==> src/rtl/frame_seq_pkg.sv <==
// Shared types for the per-frame sequencer.
package frame_seq_pkg;

  typedef enum logic [3:0] {
    S_IDLE,
    S_SWAP,
    S_CLEAR_REQ,
    S_CLEAR_WAIT_HI,
    S_CLEAR_WAIT_LO,
    S_DRAW_CHECK,
    S_DRAW_START,
    S_DRAW_ACK,
    S_DRAW_WAIT,
    S_DONE
  } fseq_state_t;

endpackage

==> src/rtl/frame_sequencer_stat_counter.sv <==
// Statistics counter with clear and increment; wraps or saturates.
module stat_counter #(
  parameter int W        = 16,
  parameter bit SATURATE = 1'b0
) (
  input  logic         clock,
  input  logic         reset,
  input  logic         clr,
  input  logic         inc,
  output logic [W-1:0] count
);

  // clear wins over a same-cycle increment; saturating mode holds at all-ones
  always_ff @(posedge clock) begin
    if (reset || clr)
      count <= '0;
    else if (inc && !(SATURATE && (&count)))
      count <= count + W'(1);
  end

endmodule

==> src/rtl/frame_sequencer.sv <==
// Per-frame scheduler: buffer swap, back-buffer clear, then sprite queue drain.
module frame_sequencer
  import frame_seq_pkg::*;
#(
  parameter bit VSYNC_ACTIVE_LOW = 1'b1,
  parameter int CLEAR_TIMEOUT    = 2**20,
  parameter int STAT_W           = 16
) (
  input  logic              clock,
  input  logic              reset,
  input  logic              enable,
  input  logic              vsync,
  input  logic              fb_resetting,
  input  logic              queue_is_empty,
  input  logic              draw_busy,
  input  logic              stat_clear,
  output logic              swap_req,
  output logic              clear_start,
  output logic              draw_start,
  output logic              frame_active,
  output logic              frame_done,
  output logic              overrun,
  output logic              clear_timeout,
  output logic [STAT_W-1:0] frame_count,
  output logic [STAT_W-1:0] overrun_count
);

  localparam int               TMO_W    = $clog2(CLEAR_TIMEOUT) + 1;
  localparam logic [TMO_W-1:0] TMO_LAST = TMO_W'(CLEAR_TIMEOUT - 1);
  localparam logic             VS_ACT   = VSYNC_ACTIVE_LOW ? 1'b0 : 1'b1;

  fseq_state_t      state;
  logic             vsync_prev;
  logic             pending;
  logic [TMO_W-1:0] tmo_cnt;

  logic vs_start;
  logic ovr_evt;
  logic in_wait;
  logic tmo_hit;

  assign vs_start = (vsync == VS_ACT) && (vsync_prev != VS_ACT);
  // a new frame start while mid-frame; DONE absorbs it as a back-to-back launch
  assign ovr_evt  = vs_start && (state != S_IDLE) && (state != S_DONE);
  assign in_wait  = (state == S_CLEAR_WAIT_HI) || (state == S_CLEAR_WAIT_LO);
  // a clean fb_resetting fall on the last allowed cycle is not a timeout
  assign tmo_hit  = in_wait && (tmo_cnt == TMO_LAST) &&
                    !((state == S_CLEAR_WAIT_LO) && !fb_resetting);

  assign swap_req     = (state == S_SWAP);
  assign clear_start  = (state == S_CLEAR_REQ);
  assign draw_start   = (state == S_DRAW_START);
  assign frame_done   = (state == S_DONE);
  assign frame_active = (state != S_IDLE);

  // vsync edge history; resets to active so a held-active vsync cannot launch a frame
  always_ff @(posedge clock) begin
    if (reset) vsync_prev <= VS_ACT;
    else       vsync_prev <= vsync;
  end

  // frame sequencing FSM with pending-frame tracking and clear timeout
  always_ff @(posedge clock) begin
    if (reset) begin
      state   <= S_IDLE;
      pending <= 1'b0;
      tmo_cnt <= '0;
    end else begin
      if (state == S_DONE) pending <= 1'b0;
      else if (ovr_evt)    pending <= 1'b1;

      case (state)
        S_IDLE:          if (vs_start && enable) state <= S_SWAP;
        S_SWAP:          state <= S_CLEAR_REQ;
        S_CLEAR_REQ: begin
          tmo_cnt <= '0;
          state   <= S_CLEAR_WAIT_HI;
        end
        S_CLEAR_WAIT_HI: begin
          tmo_cnt <= tmo_cnt + TMO_W'(1);
          if (tmo_hit)           state <= S_DRAW_CHECK;
          else if (fb_resetting) state <= S_CLEAR_WAIT_LO;
        end
        S_CLEAR_WAIT_LO: begin
          tmo_cnt <= tmo_cnt + TMO_W'(1);
          if (tmo_hit || !fb_resetting) state <= S_DRAW_CHECK;
        end
        // an overrun stops further dequeues; the in-flight sprite already finished
        S_DRAW_CHECK:    state <= (pending || queue_is_empty) ? S_DONE : S_DRAW_START;
        S_DRAW_START:    state <= S_DRAW_ACK;
        // driver may not have raised busy yet, so skip one cycle before watching it
        S_DRAW_ACK:      state <= S_DRAW_WAIT;
        S_DRAW_WAIT:     if (!draw_busy) state <= S_DRAW_CHECK;
        S_DONE:          state <= ((pending || vs_start) && enable) ? S_SWAP : S_IDLE;
        default:         state <= S_IDLE;
      endcase
    end
  end

  // sticky status flags; stat_clear wins over a same-cycle set
  always_ff @(posedge clock) begin
    if (reset || stat_clear) begin
      overrun       <= 1'b0;
      clear_timeout <= 1'b0;
    end else begin
      if (ovr_evt) overrun       <= 1'b1;
      if (tmo_hit) clear_timeout <= 1'b1;
    end
  end

  stat_counter #(.W(STAT_W), .SATURATE(1'b0)) u_frame_cnt (
    .clock (clock),
    .reset (reset),
    .clr   (stat_clear),
    .inc   (state == S_SWAP),
    .count (frame_count)
  );

  stat_counter #(.W(STAT_W), .SATURATE(1'b1)) u_ovr_cnt (
    .clock (clock),
    .reset (reset),
    .clr   (stat_clear),
    .inc   (ovr_evt),
    .count (overrun_count)
  );

endmodule
==> config.mk <==
export PLATFORM = sky130hd
export DESIGN_NAME = frame_sequencer
export DESIGN_NICKNAME = d
export VERILOG_FILES = /design/src/rtl/frame_seq_pkg.sv /design/src/rtl/frame_sequencer_stat_counter.sv /design/src/rtl/frame_sequencer.sv
export SDC_FILE = /design/constraint.sdc
export NUM_CORES = 1
export LEC_CHECK = 0
export ABC_AREA = 1
export CORE_UTILIZATION = 45
export DETAILED_ROUTE_END_ITERATION = 12
export MAX_ROUTING_LAYER = met4
export PLACE_DENSITY = 0.71
export SYNTH_ARGS = -nofsm -noshare
export SYNTH_HDL_FRONTEND = slang
export SYNTH_SLANG_ARGS = --single-unit
==> constraint.sdc <==
create_clock -name clock -period 1.9 [get_ports clock]
set_input_delay 0.285 -clock clock [delete_from_list [all_inputs] [get_ports clock]]
set_output_delay 0.285 -clock clock [all_outputs]
set_load 0.03 [all_outputs]
# Word level (Yosys, flattened, before mapping)
# Cells that the tools add are included.
# totals
regBits	61
inputBits	8
out_inout_bits	39
elab_cells	60
# classes
addsub	3
eq_ne	15
muxes	9
bitwise	1
n_reduce_logical	24
# op_table
operator	count
one-hot mux 21 bit (2 select lines)	1
one-hot mux 4 bit (10 select lines)	1
adder 16 x 1 -> 16 bit, second input constant	2
two-way mux 4 bit	6
adder 21 x 1 -> 21 bit, second input constant	1
== test 21 x 20 -> 1 bit, second input constant	1
== test 4 x 3 -> 1 bit, second input constant	4
AND reduction 16 bit	1
logical AND 1 bit	9
== test 4 x 2 -> 1 bit, second input constant	2
== test 4 bit, second input constant	2
logical OR 1 bit	5
== test 4 x 1 -> 1 bit, second input constant	1
zero test 4 bit	1
inequality test 2 bit, second input constant	2
inequality test 4 bit, second input constant	1
AND reduction 4 bit	1
nonzero test 4 bit	1
OR reduction 2 bit	2
zero test 1 bit	3
inequality test 3 bit, second input constant	1
inequality test 2 x 1 -> 1 bit, second input constant	1
nonzero test 2 bit	1
two-way mux 1 bit	1
inverter 1 bit	1

# Longest topological paths before layout
# Gate-level depths: netlist of the first run.
# logic_depth
word_depth	7
depth_mapped	11

# Cells and area by module
# Synthesis of the first run repeated with hierarchy kept, for this count alone.
# hier_totals
hier_cells	529
area_unflattened_um2	3470.8
# by_module_without_submodules
mod	n_inst	cells_per_inst	area_per_inst_um2	seq_area_each_um2
frame_sequencer	1	268	1720.4	580.6
stat_counter at u_ovr_cnt	1	144	958.4	320.3
stat_counter at u_frame_cnt	1	117	792.0	320.3

# Least setup slack after synthesis of the first run
# Ideal clock, no wire load.
# synth_timing
kind	reg2reg
startpoint	reg u_ovr_cnt.count[0]
endpoint	reg u_ovr_cnt.count[0]
setup_ns	0.137
arrival_time_ns	1.615
required_ns	1.763
slack_ns	0.148
stages_incl_launch_ff	10
n_path_buf	1
synth_period_minus_slack_ns	1.752
path_cell_list	dfxtp_1 ha_1 nand2_1 nor2_1 nand2_1 nor2_4 nor2_8 buf_6 o21ai_1 a21oi_1
# synth_via
elab_chain_len	3
# synth_rtl
item	line	rtl
start: declaration	frame_sequencer_stat_counter.sv:10	output logic [W-1:0] count
start signal: assignment	frame_sequencer_stat_counter.sv:18	count <= count + W'(1);
parallel branches: the longest is 3 deep, another holds adder 16 x 1 -> 16 bit	n/a	
# Parallel ways; which one is timed is not known.
# A chain may end at the register's enable or synchronous reset.

# Worst setup path in the final report of the first run
# layout_timing
startpoint	reg u_ovr_cnt.count[12]
endpoint	out overrun_count[12]
# layout_lines
item	line	rtl
end: declaration	frame_sequencer.sv:25	output logic [STAT_W-1:0] overrun_count
# No word-level cell between the ends.

==> impl_metrics.yaml, run 1 <==
outcome:
  status: "finished, final reports clean"
critical_path:
  arrival_ps: 1510
  cp_slowest_cell: "clkdlybuf4s50_1"
  cp-end-kind: "primary output"
  start_kind: "register"
  critPathMaxFanout: 6
  crit_required_ps: 1620
  max_stage_delay_ps: 720
  path_class: "register to primary output"
  path_buf_inv: 1
  worstPathCellList: "clkdlybuf4s50_1"
  path_delay_family: "buffers and inverters"
power_and_ir_drop:
  power_density_mw_per_mm2: 730
  p_leak_nw: 1.46
  vdd_drop_max_uv: 488
  p_total_w: 0.00305
clock_tree:
  h-tree-depth: 3
  cts_tree: "done"
  cts_buffer_depth: 2
  clkSinkCount: 61
  clk_pin_slew_ps: 60
  cts_buffers: 9
  cts_root_buffer: "clkbuf_8"
  insertion_delay_ps: 340
  ctsHoldBuffers: 0
detailed_routing:
  viasPerCell: 5.04
  wirelength_mm: 7.79
  antenna_left: 0
  num_vias: 3258
  drt-met1-wl_mm: 3.54
  wl_per_cell_um: 12.0
  met2_length_mm: 3.91
  topRoutingLayerUsed: "met4"
  firstDrtPassIters: 4
  dr_wl_met3_um: 309
  drc_errors: 0
  first_iter_violations: 76
die:
  die_w_um: 88.4
  start_util_pct: 46.5
  core-area_sq_mm: 0.00721
  die_h_um: 88.4
  ioPinCount: 47
  rows: 31
  dieArea_sq_mm: 0.00781
place:
  placed_cell_area_sq_mm: 0.00396
  portBuffers: 46
  dp_hpwl_mm: 5.72
  gp_congestion: 0.883
  dp.cells: 631
layout:
  diodes: 0
  drive_gt1_share_pct: 13.0
  fin_area_sq_mm: 0.00418
  n_fill_cell: 697
  layout.cells.non_filler: 647
  final_cell_mix: "nand2_1 (104), nor2_1 (60), dfxtp_1 (60), inv_1 (55), clkdlybuf4s50_1 (41)"
  final_common_cell: "nand2_1"
  area_growth_syn_to_layout_pct: 24.5
  fin_nets: 554
  fin_util_pct: 57.9
logic_synthesis:
  synthCells: 485
  netlist-cell-type-count: 40
  synth_async_sr_flop_share_pct: 0
  syn_area_sq_mm: 0.00336
  synthFlopType: "dfxtp_1"
  ys_ff_latch: 61
  synth-edff-count: 0
  yosys_warnings: 0
  avgSynthCellArea_sq_um: 6.92
  yosys-top-cells-area: "dfxtp_1 (36%), nand2_1 (12%), nor2_1 (6.8%)"
  synth_nets: 496
  yosysTopAreaCell: "dfxtp_1"
  yosysTopAreaCellShare_pct: 36.4
  seq_area_frac_synth_pct: 36.4
sta:
  tns_ps: 0
  min_period_over_period_pct: 94.5
  worst_pin_slew_ps: 536
  fin_crit_ps: 1800
  setup_viol_count_final: 0
  hold_violations: 0
  fmax_mhz: 557
  skew_ps: 7.12
  slew_headroom_pct: 64.3
  final_max_slew_viol_count: 0
  grt_setup_unrepaired: "false"
global_route:
  grt_pass1_wl_mm: 13.0
  grt_remaining_overflow: 0
  grt.total_usage_pct: 21.9
  grt_pass1_vias: 2973
  antenna_found_initial: 0
  grt_max_degree: 20
hold_path:
  hold_class: "register to register"
job:
  drv_cap: 0
==> routing by layer <==
metal	global-route usage, %	vias to the layer above
met5	-	-
met4	6.30	0
met3	5.32	2
met2	37.2	69
met1	25.7	1482
li1	-	1705
==> flip-flops by register name, indices dropped and copies added (netlist names) <==
| register | cells |
|---|---|
| pending | 1 |
| state | 4 |
| clear_timeout | 1 |
| u_frame_cnt.count | 16 |
| overrun | 1 |
| vsync_prev | 1 |
| u_ovr_cnt.count | 16 |
| tmo_cnt | 21 |
==> path summary, 6_finish.rpt <==
kind / start / endpoint / slack [ps] / depth (start not counted)
max reg2reg: tmo_cnt[0] / tmo_cnt[17] / 210 / 9
min reg2reg: clear_timeout / clear_timeout / 480 / 2
min: clear_timeout / clear_timeout / 480 / 2
max: u_ovr_cnt.count[12] / overrun_count[12] / 100 / 1
==> Yosys cell counts (2+ instances only) <==
cell	n
a31oi_1	2
xor2_1	5
a21oi_2	3
nor2_4	10
ha_1	3
buf_2	2
inv_2	5
inv_1	55
nor3_2	2
nand2_4	6
a211oi_1	5
o21a_1	4
nand3_1	32
nor3_1	14
dfxtp_1	61
nor2_1	61
o21ai_1	7
nand2_2	5
a21oi_1	34
xnor2_1	2
o21ai_0	27
clkinv_1	2
clkbuf_1	4
nand4_1	6
nor2_2	8
nor3b_1	2
a22oi_1	2
nand2_1	104
==> tightest hold or removal path, stage by stage (launching register included) <==
cell and delay, ps:
dfxtp_1 330, inv_1 50, a21oi_1 50
==> power by group <==
group	leakage, nW	internal, W	switching (W)
clock	0.110	0.000812	0.000507
combinational	0.854	0.000137	0.000278
sequential	0.492	0.00130	0.0000219
==> what timing repair did <==
action | 4_1_cts | 5_1_grt
pin swaps | 0 | 0
buffers inserted | 0 | 0
resized for setup | 6 | 6
setup endpoints to repair | 5 | 4
==> stage by stage <==
step	setup WS, ps	hold WS, ps
after floorplan	148	410
after global placement	118	462
after detailed placement	87.7	467
after CTS	54.8	477
after global routing	10.9	497
final	104	478
==> area by class of cell <==
class	count	area, sq um	share of cell area [%]
Multi-Input combinational cell	353	1850	44.3
Sequential cell	61	1220	29.2
Timing Repair Buffer	56	522	12.5
Inverter	62	233	5.57
Clock buffer	13	159	3.80
Tap cell	99	124	2.96
Clock inverter	3	67.6	1.62
==> kinds of logic (layout without fill, tap and decap cells) <==
| group | Yosys count | after routing | share of synthesized area (%) |
|---|---|---|---|
| and+or+nand+nor | 254 | 254 | 36.9 |
| adders and majority gates | 3 | 3 | 1.12 |
| DFF | 61 | 61 | 36.4 |
| buffers and inverters | 71 | 134 | 8.68 |
| xor gates and xnor gates | 7 | 7 | 1.83 |
| AOI/OAI and AO/OA | 89 | 89 | 15.1 |
No activity file was read; power rests on OpenSTA's default activity.
==> inputs of run 2 (changes only) <==
--- a/config.mk
+++ b/config.mk
@@ -7,6 +7,7 @@
 export LEC_CHECK = 0
 export ABC_AREA = 1
 export CORE_UTILIZATION = 45
+export CTS_CLUSTER_DIAMETER = 80
 export DETAILED_ROUTE_END_ITERATION = 12
 export MAX_ROUTING_LAYER = met4
 export PLACE_DENSITY = 0.71
==> results of run 2 <==
Final layout, timing and power as in run 1 (identical DEF).
